File: config.mk
export PLATFORM = sky130hd
export DESIGN_NAME = ex_mem_stage
export DESIGN_NICKNAME = d
export VERILOG_FILES = /design/src/rtl/ex_mem_stage_pkg.sv /design/src/rtl/ex_mem_stage_exc_detect.sv /design/src/rtl/ex_mem_stage.sv
export SDC_FILE = /design/constraint.sdc
export NUM_CORES = 1
export LEC_CHECK = 0
export CORE_ASPECT_RATIO = 0.6
export CORE_MARGIN = 3
export CORE_UTILIZATION = 30
export DETAILED_ROUTE_END_ITERATION = 8
export MAX_ROUTING_LAYER = met4
export PLACE_DENSITY = 0.66
export REMOVE_ABC_BUFFERS = 1
export SYNTH_ARGS = -nofsm -noshare
export SYNTH_HDL_FRONTEND = slang
export SYNTH_SLANG_ARGS = --single-unit
File: constraint.sdc
create_clock -name clk -period 4.02 [get_ports clk]
set_input_delay 0.402 -clock clk [delete_from_list [all_inputs] [get_ports clk]]
set_output_delay 0.402 -clock clk [all_outputs]
set_load 0.02 [all_outputs]
File: src/rtl/ex_mem_stage_pkg.sv
// ex_mem_stage_pkg
//   Shared pipeline definitions for the EX/MEM stage:
//   ALU opcode constants, ALU flag bit positions, exception cause codes
//   and the trap FSM state encoding.
package ex_mem_stage_pkg;

  // ALU opcodes as presented on alu_con
  localparam logic [3:0] ALU_ADD = 4'b0010;
  localparam logic [3:0] ALU_MUL = 4'b0011;
  localparam logic [3:0] ALU_DIV = 4'b0101;
  localparam logic [3:0] ALU_SUB = 4'b0110;

  // Bit positions inside alu_flag ({underflow, overflow, divzero})
  localparam int FLAG_DIVZ = 0;
  localparam int FLAG_OVF  = 1;
  localparam int FLAG_UNF  = 2;

  // Exception cause codes reported on cause
  localparam logic [4:0] EXC_OV   = 5'd12;
  localparam logic [4:0] EXC_DIVZ = 5'd15;

  // Trap FSM: RUN passes instructions, TRAP holds a pending request
  typedef enum logic {
    ST_RUN  = 1'b0,
    ST_TRAP = 1'b1
  } state_t;

endpackage

File: src/rtl/ex_mem_stage_exc_detect.sv
// exc_detect
//   Combinational fault classifier for the instruction in EX.
//   Ports:
//     alu_con   in  4       ALU opcode
//     alu_flag  in  FLAG_W  ALU flags {underflow, overflow, divzero}
//     ex_valid  in  1       EX holds a real instruction
//     fault     out 1       instruction must trap
//     cause     out 5       exception code (valid when fault=1)
module exc_detect #(
  parameter int FLAG_W = 3
) (
  input  logic [3:0]        alu_con,
  input  logic [FLAG_W-1:0] alu_flag,
  input  logic              ex_valid,
  output logic              fault,
  output logic [4:0]        cause
);
  import ex_mem_stage_pkg::*;

  logic ovf_fault;
  logic divz_fault;

  // Underflow (and anything above it) never traps; multiply overflow is
  // also ignored because only add/sub qualify the overflow flag.
  logic unused_flags;
  assign unused_flags = ^alu_flag[FLAG_W-1:FLAG_UNF];

  assign ovf_fault  = ex_valid && alu_flag[FLAG_OVF] &&
                      ((alu_con == ALU_ADD) || (alu_con == ALU_SUB));
  assign divz_fault = ex_valid && alu_flag[FLAG_DIVZ] && (alu_con == ALU_DIV);

  always_comb begin
    fault = 1'b0;
    cause = 5'd0;
    // Overflow wins when both qualify
    if (ovf_fault) begin
      fault = 1'b1;
      cause = EXC_OV;
    end else if (divz_fault) begin
      fault = 1'b1;
      cause = EXC_DIVZ;
    end
  end

endmodule

File: src/rtl/ex_mem_stage.sv
// ex_mem_stage
//   EX/MEM pipeline register with precise-exception capture.
//   A faulting ALU instruction is replaced by a bubble, its PC and cause are
//   latched into epc/cause, and exc_req is held until exc_ack.
//   Ports:
//     clk, rst_n                          clock, async active-low reset
//     alu_result, alu_flag, alu_con       ALU outputs / opcode
//     ex_valid, ex_pc, ex_store_data      EX instruction info
//     ex_dest, ex_reg_write, ex_mem_read,
//     ex_mem_write, ex_mem_to_reg         EX control
//     stall, flush, exc_ack               hazard / exception control
//     mem_*                               registered pipeline outputs
//     exc_req, epc, cause, exc_count      registered exception outputs
module ex_mem_stage #(
  parameter int DATA_W = 32,
  parameter int FLAG_W = 3,
  parameter int CNT_W  = 8
) (
  input  logic              clk,
  input  logic              rst_n,
  input  logic [DATA_W-1:0] alu_result,
  input  logic [FLAG_W-1:0] alu_flag,
  input  logic [3:0]        alu_con,
  input  logic              ex_valid,
  input  logic [DATA_W-1:0] ex_pc,
  input  logic [DATA_W-1:0] ex_store_data,
  input  logic [4:0]        ex_dest,
  input  logic              ex_reg_write,
  input  logic              ex_mem_read,
  input  logic              ex_mem_write,
  input  logic              ex_mem_to_reg,
  input  logic              stall,
  input  logic              flush,
  input  logic              exc_ack,
  output logic              mem_valid,
  output logic              mem_reg_write,
  output logic              mem_mem_read,
  output logic              mem_mem_write,
  output logic              mem_mem_to_reg,
  output logic [DATA_W-1:0] mem_result,
  output logic [DATA_W-1:0] mem_store_data,
  output logic [4:0]        mem_dest,
  output logic              exc_req,
  output logic [DATA_W-1:0] epc,
  output logic [4:0]        cause,
  output logic [CNT_W-1:0]  exc_count
);
  import ex_mem_stage_pkg::*;

  state_t state_reg, state_next;

  logic              valid_reg,      valid_next;
  logic              reg_write_reg,  reg_write_next;
  logic              mem_read_reg,   mem_read_next;
  logic              mem_write_reg,  mem_write_next;
  logic              mem_to_reg_reg, mem_to_reg_next;
  logic [DATA_W-1:0] result_reg,     result_next;
  logic [DATA_W-1:0] store_data_reg, store_data_next;
  logic [4:0]        dest_reg,       dest_next;
  logic              exc_req_reg,    exc_req_next;
  logic [DATA_W-1:0] epc_reg,        epc_next;
  logic [4:0]        cause_reg,      cause_next;
  logic [CNT_W-1:0]  count_reg,      count_next;

  logic       fault;
  logic [4:0] fault_cause;
  logic       bubble;
  logic       capture;

  exc_detect #(
    .FLAG_W (FLAG_W)
  ) u_exc_detect (
    .alu_con  (alu_con),
    .alu_flag (alu_flag),
    .ex_valid (ex_valid),
    .fault    (fault),
    .cause    (fault_cause)
  );

  always_ff @(posedge clk or negedge rst_n) begin
    if (!rst_n) begin
      state_reg      <= ST_RUN;
      valid_reg      <= 1'b0;
      reg_write_reg  <= 1'b0;
      mem_read_reg   <= 1'b0;
      mem_write_reg  <= 1'b0;
      mem_to_reg_reg <= 1'b0;
      result_reg     <= '0;
      store_data_reg <= '0;
      dest_reg       <= '0;
      exc_req_reg    <= 1'b0;
      epc_reg        <= '0;
      cause_reg      <= '0;
      count_reg      <= '0;
    end else begin
      state_reg      <= state_next;
      valid_reg      <= valid_next;
      reg_write_reg  <= reg_write_next;
      mem_read_reg   <= mem_read_next;
      mem_write_reg  <= mem_write_next;
      mem_to_reg_reg <= mem_to_reg_next;
      result_reg     <= result_next;
      store_data_reg <= store_data_next;
      dest_reg       <= dest_next;
      exc_req_reg    <= exc_req_next;
      epc_reg        <= epc_next;
      cause_reg      <= cause_next;
      count_reg      <= count_next;
    end
  end

  always_comb begin
    // Default: every register holds (this is also the RUN stall behaviour)
    state_next      = state_reg;
    valid_next      = valid_reg;
    reg_write_next  = reg_write_reg;
    mem_read_next   = mem_read_reg;
    mem_write_next  = mem_write_reg;
    mem_to_reg_next = mem_to_reg_reg;
    result_next     = result_reg;
    store_data_next = store_data_reg;
    dest_next       = dest_reg;
    exc_req_next    = exc_req_reg;
    epc_next        = epc_reg;
    cause_next      = cause_reg;
    count_next      = count_reg;
    bubble          = 1'b0;
    capture         = 1'b0;

    case (state_reg)
      ST_RUN: begin
        // Flush beats stall; faults are only evaluated on a moving stage
        if (flush) begin
          bubble = 1'b1;
        end else if (!stall) begin
          if (fault) begin
            bubble       = 1'b1;
            epc_next     = ex_pc;
            cause_next   = fault_cause;
            exc_req_next = 1'b1;
            if (count_reg != {CNT_W{1'b1}}) begin
              count_next = count_reg + CNT_W'(1);
            end
            state_next   = ST_TRAP;
          end else begin
            capture = 1'b1;
          end
        end
      end
      ST_TRAP: begin
        // Nothing younger than the faulting instruction may reach MEM
        bubble = 1'b1;
        if (exc_ack) begin
          exc_req_next = 1'b0;
          state_next   = ST_RUN;
        end
      end
      default: begin
        state_next = ST_RUN;
      end
    endcase

    if (bubble) begin
      valid_next      = 1'b0;
      reg_write_next  = 1'b0;
      mem_read_next   = 1'b0;
      mem_write_next  = 1'b0;
      mem_to_reg_next = 1'b0;
      result_next     = '0;
      store_data_next = '0;
      dest_next       = '0;
    end else if (capture) begin
      valid_next      = ex_valid;
      reg_write_next  = ex_reg_write;
      mem_read_next   = ex_mem_read;
      mem_write_next  = ex_mem_write;
      mem_to_reg_next = ex_mem_to_reg;
      result_next     = alu_result;
      store_data_next = ex_store_data;
      dest_next       = ex_dest;
    end
  end

  assign mem_valid      = valid_reg;
  assign mem_reg_write  = reg_write_reg;
  assign mem_mem_read   = mem_read_reg;
  assign mem_mem_write  = mem_write_reg;
  assign mem_mem_to_reg = mem_to_reg_reg;
  assign mem_result     = result_reg;
  assign mem_store_data = store_data_reg;
  assign mem_dest       = dest_reg;
  assign exc_req        = exc_req_reg;
  assign epc            = epc_reg;
  assign cause          = cause_reg;
  assign exc_count      = count_reg;

endmodule

Yosys cells after proc, flatten, opt, wreduce, memory -nomap -nowiden:

Cells that the tools add are included.

* flip-flop bits (word level): 121
* word-level logic and storage cells: 70

* mux-type cells: 36
* $add $sub $neg: 1
* equality and inequality tests: 8
* bitwise logic cells: 3
* reduce and logical (&&, ||, !) cells: 9

Operators by type and width (number)
* $mux 32: 4
* $mux 1: 25
* $mux 5: 3
* $add 8x1->8 const B: 1
* $eq 4x3->1 const B: 2
* $ne 2x2->1 const B: 4
* $ne 8x8->1 const B: 1
* $reduce_and 4->1: 2
* $pmux 1 s2: 3
* $reduce_and 5->1: 1
* $eq 4x2->1 const B: 1
* $logic_and 1x1->1: 4
* $mux 4: 1
* $not 1->1: 3
* $reduce_bool 2->1: 1
* $logic_or 1x1->1: 1

Longest topological paths before layout:

Gate-level depths: netlist of run 1.

* word-level depth: 10
* mapped depth: 6
* gate-level depth less buffers: 5

Modules after synthesis:

A second synthesis of run 1 with hierarchy kept.

* cells, all modules: 300
* area total of the unflattened synthesis: 4504.3 um2

By module, submodules not included
* ex_mem_stage: sequential area each 3027.9 um2, cells an instance 290, times used 1, area each 4439.3 um2
* exc_detect: sequential area each 0.0 um2, cells an instance 10, times used 1, area each 65.1 um2

Worst setup path before layout of run 1:

Ideal clock, no wire load.

* kind: register to register
* start: register count_reg[0] (netlist: exc_count[0])
* end: register count_reg[1] (netlist: exc_count[1])
* period minus slack after synthesis: 1.837 ns
* path slack: 2.183 ns
* cell stages (with the launch flop): 6
* arrival time: 1.712 ns
* setup time: 0.125 ns
* cells stage by stage: dfrtp_1 -> ha_1 -> and3_1 -> and3_1 -> and2b_1 -> mux2_2

* word-level cells in the longest chain between the ends: 2
* elaborated cells between the ends (all ways): 3

Ends and longest elaborated chain
* start: declaration: RTL line ex_mem_stage.sv:63 `logic [CNT_W-1:0] count_reg, count_next;`
* start signal: assignment: RTL line ex_mem_stage.sv:108 `count_reg <= count_next;`
* branches (longest 2 deep; another with $add 8x1->8)

Parallel ways; which one is timed is not known.
A chain may end at the register's enable or synchronous reset.

Worst setup path after layout of run 1:

* start: input flush
* end: register epc_reg[29] (netlist: epc[29])

* word-level cells in the longest chain between the ends: 2

Ends and longest elaborated chain
* start: declaration: RTL line ex_mem_stage.sv:33 `input logic flush,`
* $not 1->1 (no source line)
* $reduce_and 4->1 (no source line)
* end signal: assignment: RTL line ex_mem_stage.sv:106 `epc_reg <= epc_next;`
* end: declaration: RTL line ex_mem_stage.sv:61 `logic [DATA_W-1:0] epc_reg, epc_next;`

No other way between the ends.

==> impl_metrics.csv, run 1 <==
group,metric,value,unit
outcome,status,"complete, no violations",
synthesis,ys.flop_type,"dfrtp_1",
timing,hold_violations,0,
synthesis,synth_top_cell_area_share,67.2,%
synthesis,synth_cell_types,32,
worst_setup_path,cp.required,4.30,ns
synthesis,ys_ff_latch,118,
routing,vias,3399,
routing,drtPass1Iterations,4,
worst_setup_path,rr_worst_depth,4,
synthesis,yosys.area.top_type,"dfrtp_1",
routing,met2WireLength,5650,um
worst_setup_path,crit_arrival,2.45,ns
routing,wl_met1,5970,um
timing,rsz0062_at_grt,"false",
routing,top_layer,"met4",
clocking,clk_path_buf_depth,2,
place,gp_congestion,0.817,
cells_and_area,ff_latch_area,2950,sq um
cells_and_area,fin_nets,647,
place,dp_slack,1.45,ns
routing,drt_iter0_markers,113,
routing,wl_met3,954,um
die,core-area,14000,sq um
cells_and_area,drive_above_1_share,14.8,%
place,hpwl,9190,um
worst_setup_path,crit_buf_inv,2,
die,pin_count,238,
worst_setup_path,crit_chain,"clkdlybuf4s50_1 > or3_4 > a211oi_4 > buf_12 > mux2_2",
worst_setup_path,cp_max_fo,31,
global_routing,grt-ovfl-total,0,
synthesis,synthesis.instances,290,
worst_setup_path,startpoint_type,"input port",
synthesis,synthTopCellsByArea,"dfrtp_1 (67%), a22o_1 (15%), mux2_2 (8.7%)",
timing,slew_viol_final,0,
timing,slew-limit-headroom,44.9,%
die,floorplan.die_area,16200,sq um
synthesis,synthArstFlopShare,100,%
timing,tns,0,ns
routing,totalWireLength,12700,um
place,dp.cells,700,
cells_and_area,n_antenna_cell,0,
timing,worst_slack,1.85,ns
clocking,cts.htree.levels,4,
flow_run,cap_violations,0,
worst_setup_path,criticalPathCategory,"in2reg",
power_and_ir_drop,total_power,3.69,mW
cells_and_area,syn2layout_area_growth,72.7,%
routing,wl_per_cell,17.3,um
clocking,clock-sinks,118,
timing,max_freq,460,MHz
worst_setup_path,cp_top_family,"buffers and inverters",
cells_and_area,multi_input_area,1330,sq um
global_routing,grt_pass1_wl,20200,um
clocking,clk_latency,0.40,ns
hold_path,min_path_cells,1,
timing,min_period,2.17,ns
cells_and_area,fin_cells,733,
power_and_ir_drop,leakage,3.36,nW
synthesis,post-synth-top-count-cell,"dfrtp_1",
power_and_ir_drop,max-vdd-ir-drop,0.218,mV
die,start_util,31.4,%
clocking,tritoncts,"built",
global_routing,grt_pass1_vias,3679,
worst_setup_path,cpPeakStageDelay,0.49,ns
synthesis,synth_common_cells,"dfrtp_1 (118), a22o_1 (74), mux2_2 (34), clkbuf_1 (9), buf_2 (8)",
global_routing,grt_usage,16.3,%
worst_setup_path,endpoint_kind,"register",
worst_setup_path,crit_slowest_cell,"a211oi_4",
timing,finalSetupViolCount,0,
die,placementRows,33,
synthesis,avgSynthCellArea,15.2,sq um
routing,drc,0,
synthesis,syn_area,4400,sq um
synthesis,synth_edf_count,0,
clocking,clk_pin_slew_worst_paths,0.05,ns
routing,vias_per_cell,4.64,
worst_setup_path,crit_cells,5,
hold_path,hold_class,"reg2reg",
cells_and_area,fill_cells,1142,
synthesis,synth_warnings,0,
die,die_x,162,um
cells_and_area,final_util,54.2,%
clocking,root_buffer,"clkbuf_16",
power_and_ir_drop,power.density,485,nW/um^2
synthesis,synth_seq_area_share,67.2,%
timing,period_share,54.0,%
clocking,cts_buffers,17,
die,die_h,99.8,um
place,numPortBuffers,235,
global_routing,antenna_found_initial,0,
timing,finClkSkew,0.00675,ns
clocking,post_cts_resized,0,
routing,ant_nets,0,
global_routing,grt_start_max_net_pins,75,
clocking,cts_setup_buffers,0,
timing,tightest_slew,0.827,ns
-- logic make-up (layout without fill, tap and decap cells) --
group | count (synthesis) | in the layout | synth area share [%]
compound gates | 84 | 84 | 16.4
xor+xnor | 4 | 4 | 0.797
fa+ha+maj | 1 | 1 | 0.285
buf+inv | 24 | 275 | 2.87
flops | 118 | 118 | 67.2
mux | 34 | 34 | 8.71
other cells | 1 | 1 | 0.0853
simple gates | 24 | 24 | 3.64
-- cells in the final DEF, fill, tap and decap left out, types with 4 or more instances in the layout --
master | netlist | final
bufinv_16 | 0 | 4
buf_4 | 5 | 6
mux2_2 | 34 | 34
clkbuf_16 | 0 | 17
clkdlybuf4s50_1 | 0 | 234
a22o_1 | 74 | 74
dfrtp_1 | 118 | 118
and3_1 | 4 | 4
clkinv_4 | 0 | 4
nand2_1 | 4 | 4
-- report_power, final --
part           switching (mW)  leakage, nW  internal (mW)
clock network           0.550        0.306           1.08
logic                   0.309         1.49          0.378
registers              0.0680         1.56           1.30
-- repair_timing --
action / in CTS / in global routing
endpoints found under the hold margin: 2 / 0
hold buffers: 1 / 0
endpoints found under the setup margin: 0 / 0
-- worst reg2reg max path: stages, from the launching register on --
cell      delay [ns]
dfrtp_1         0.43
or3_4           0.40
a211oi_4        0.49
buf_12          0.28
mux2_2          0.38
-- per-layer routing --
metal,vias to the layer above,global-route usage (%)
met5,-,-
met4,0,5.57
met3,10,4.87
met2,137,23.9
met1,1683,21.7
li1,1569,-
-- worst paths after layout --
path	start	to	slack [ns]
max in group asynchronous	rst_n	mem_store_data[15]	2.55
worst min-delay path	exc_req	exc_req	0.50
worst max register to register	state_reg	epc[29]	1.93
worst min register to register	exc_req	exc_req	0.50
worst max-delay path	flush	epc[29]	1.85
min in group asynchronous	rst_n	mem_store_data[17]	0.54
-- through the flow --
stage          cell area [sq um]  hold WS [ns]
2_1_floorplan               4270         0.106
3_5_place_dp                6930         0.440
3_3_place_gp                6930         0.436
4_1_cts                     7590         0.489
6_report                    7590         0.500
5_1_grt                     7590         0.506
-- cell type report --
type | count | share of cell area [%]
timing repair buffer | 242 | 31.8
clock inverter | 13 | 2.57
sequential | 118 | 38.9
inverter | 1 | 0.0494
clock buffer | 19 | 5.97
multi-input combinational | 148 | 17.5
tap | 192 | 3.16
Power figures use the tool's default switching activity.
==> run 2, diff against run 1 <==
- clock period: 4.02 -> 2 ns (I/O delays scaled with it)
==> impl_metrics.csv, run 2 (synthesis gave the netlist of run 1 again) <==
group,metric,value,unit
routing,drt_iter0_markers,142,
worst_setup_path,endpoint_kind,"register",
place,numPortBuffers,235,
flow_run,cap_violations,0,
routing,ant_nets,0,
place,dp_slack,-0.0811,ns
power_and_ir_drop,power.density,915,nW/um^2
routing,wl_met1,6110,um
cells_and_area,fin_cells,744,
clocking,clk_latency,0.40,ns
global_routing,grt_start_max_net_pins,75,
hold_path,hold_class,"in2async",
worst_setup_path,r2r_end,"exc_count[1]",
cells_and_area,syn2layout_area_growth,73.9,%
worst_setup_path,rrSetupSlack,0.20,ns
die,floorplan.die_area,16200,sq um
clocking,cts.htree.levels,4,
clocking,clk_path_buf_depth,2,
clocking,root_buffer,"clkbuf_16",
timing,rsz0062_at_grt,"false",
cells_and_area,n_antenna_cell,0,
cells_and_area,final_util,54.6,%
die,start_util,31.4,%
timing,min_period,1.80,ns
global_routing,grt_pass1_vias,3840,
worst_setup_path,cp_max_fo,4,
clocking,post_cts_resized,0,
die,die_h,99.8,um
place,gp_congestion,0.877,
power_and_ir_drop,leakage,3.38,nW
cells_and_area,drive_above_1_share,16.3,%
worst_setup_path,rr_worst_depth,5,
worst_setup_path,timing.rr.start,"exc_count[0]",
timing,slew_viol_final,0,
power_and_ir_drop,max-vdd-ir-drop,0.450,mV
clocking,holdBufCountCts,1,
worst_setup_path,criticalPathCategory,"reg2reg",
worst_setup_path,cpPeakStageDelay,0.42,ns
timing,hold_ws,0.243,ns
worst_setup_path,crit_slowest_cell,"dfrtp_1",
timing,hold_violations,0,
routing,wl_met3,1120,um
timing,finalSetupViolCount,0,
die,placementRows,33,
global_routing,grt_usage,17.3,%
routing,drc,0,
worst_setup_path,crit_top_cell,"and3_1",
routing,wl_per_cell,17.9,um
cells_and_area,layout_common_cells,"clkdlybuf4s50_1 (234), dfrtp_1 (118), a22o_1 (74)",
clocking,cts_setup_buffers,0,
clocking,cts_buffers,17,
clocking,clock-sinks,118,
worst_setup_path,startpoint_type,"register",
worst_setup_path,crit_arrival,2.08,ns
power_and_ir_drop,total_power,7.00,mW
global_routing,antenna_found_initial,0,
worst_setup_path,cp-startpoint,"exc_count[0]",
routing,met2WireLength,5990,um
routing,totalWireLength,13300,um
outcome,status,"complete, no violations",
worst_setup_path,cp-endpoint,"exc_count[1]",
global_routing,grt-ovfl-total,0,
global_routing,grt_pass1_wl,21400,um
worst_setup_path,cp.required,2.28,ns
routing,drtPass1Iterations,4,
place,dp.cells,711,
cells_and_area,layout_commonest_cell,"clkdlybuf4s50_1",
timing,period_share,90.1,%
timing,worst_slack,0.198,ns
routing,vias,3500,
clocking,tritoncts,"built",
timing,max_freq,555,MHz
die,pin_count,238,
place,hpwl,9700,um
die,core-area,14000,sq um
timing,finClkSkew,0.0103,ns
routing,top_layer,"met4",
cells_and_area,fin_nets,658,
clocking,clk_pin_slew_worst_paths,0.06,ns
worst_setup_path,crit_chain,"ha_1 > and3_1 > and3_1 > and2b_1 > mux2_2",
die,die_x,162,um
routing,vias_per_cell,4.70,
[run 2: cell count changes in the layout (fill, tap and decap cells not counted), sizes merged]
| cell | previous run | this run |
|---|---|---|
| clkinv | 4 | 3 |
| inv | 3 | 4 |
| bufinv | 4 | 1 |
| clkinvlp | 3 | 7 |
| buf | 7 | 18 |
| clkbuf | 19 | 18 |
[run 2: where the power goes]
part	switching (mW)	total, mW	internal, mW	leakage, nW
combinational	0.627	1.41	0.779	1.56
sequential	0.139	2.76	2.62	1.56
clock	1.12	2.83	1.71	0.251
[run 2: cell type report]
cell class                 instances  area, sq um
clock buffer                      18          429
clock inverter                    14          128
fill                            1143         6350
inverter                           1         3.75
multi-input combinational        148         1330
sequential                       118         2950
tap                              192          240
timing repair buffer             253         2560
[run 2: how the worst min path moves through the flow]
stage / end / slack [ns] / cells after the start
6_report: mem_store_data[16] / 0.24 / 2
5_1_grt: mem_mem_write / 0.24 / 2
4_1_cts: mem_mem_write / 0.23 / 2
3_5_place_dp: mem_mem_write / 0.13 / 1
3_3_place_gp: mem_mem_write / 0.12 / 1
2_1_floorplan: cause[1] / -0.1 / 0
[run 2: worst max-delay path: cells and delay by family (launching register included)]
kind                       cells  cell delay (ns)
and+or+nand+nor                3             0.71
DFF                            1             0.42
muxes                          1             0.32
adders and majority gates      1             0.24
[run 2: metal layers]
metal | up-vias | track usage, %
met2 | 143 | 25.5
met4 | 0 | 5.05
met5 | - | -
li1 | 1581 | -
met3 | 13 | 6.47
met1 | 1763 | 22.4
[run 2: per-stage QoR]
stage	cell area (sq um)	setup TNS [ns]
final	7650	0
after global routing	7650	0
after CTS	7650	0
after detailed placement	7080	-1.67
after global placement	7080	-1.04
after floorplan	4270	-235.65
==> run 3, diff against run 2 <==
- GPL_ROUTABILITY_DRIVEN: unset -> 0
==> results of run 3 <==
Final layout, timing and power as in run 2 (identical DEF).
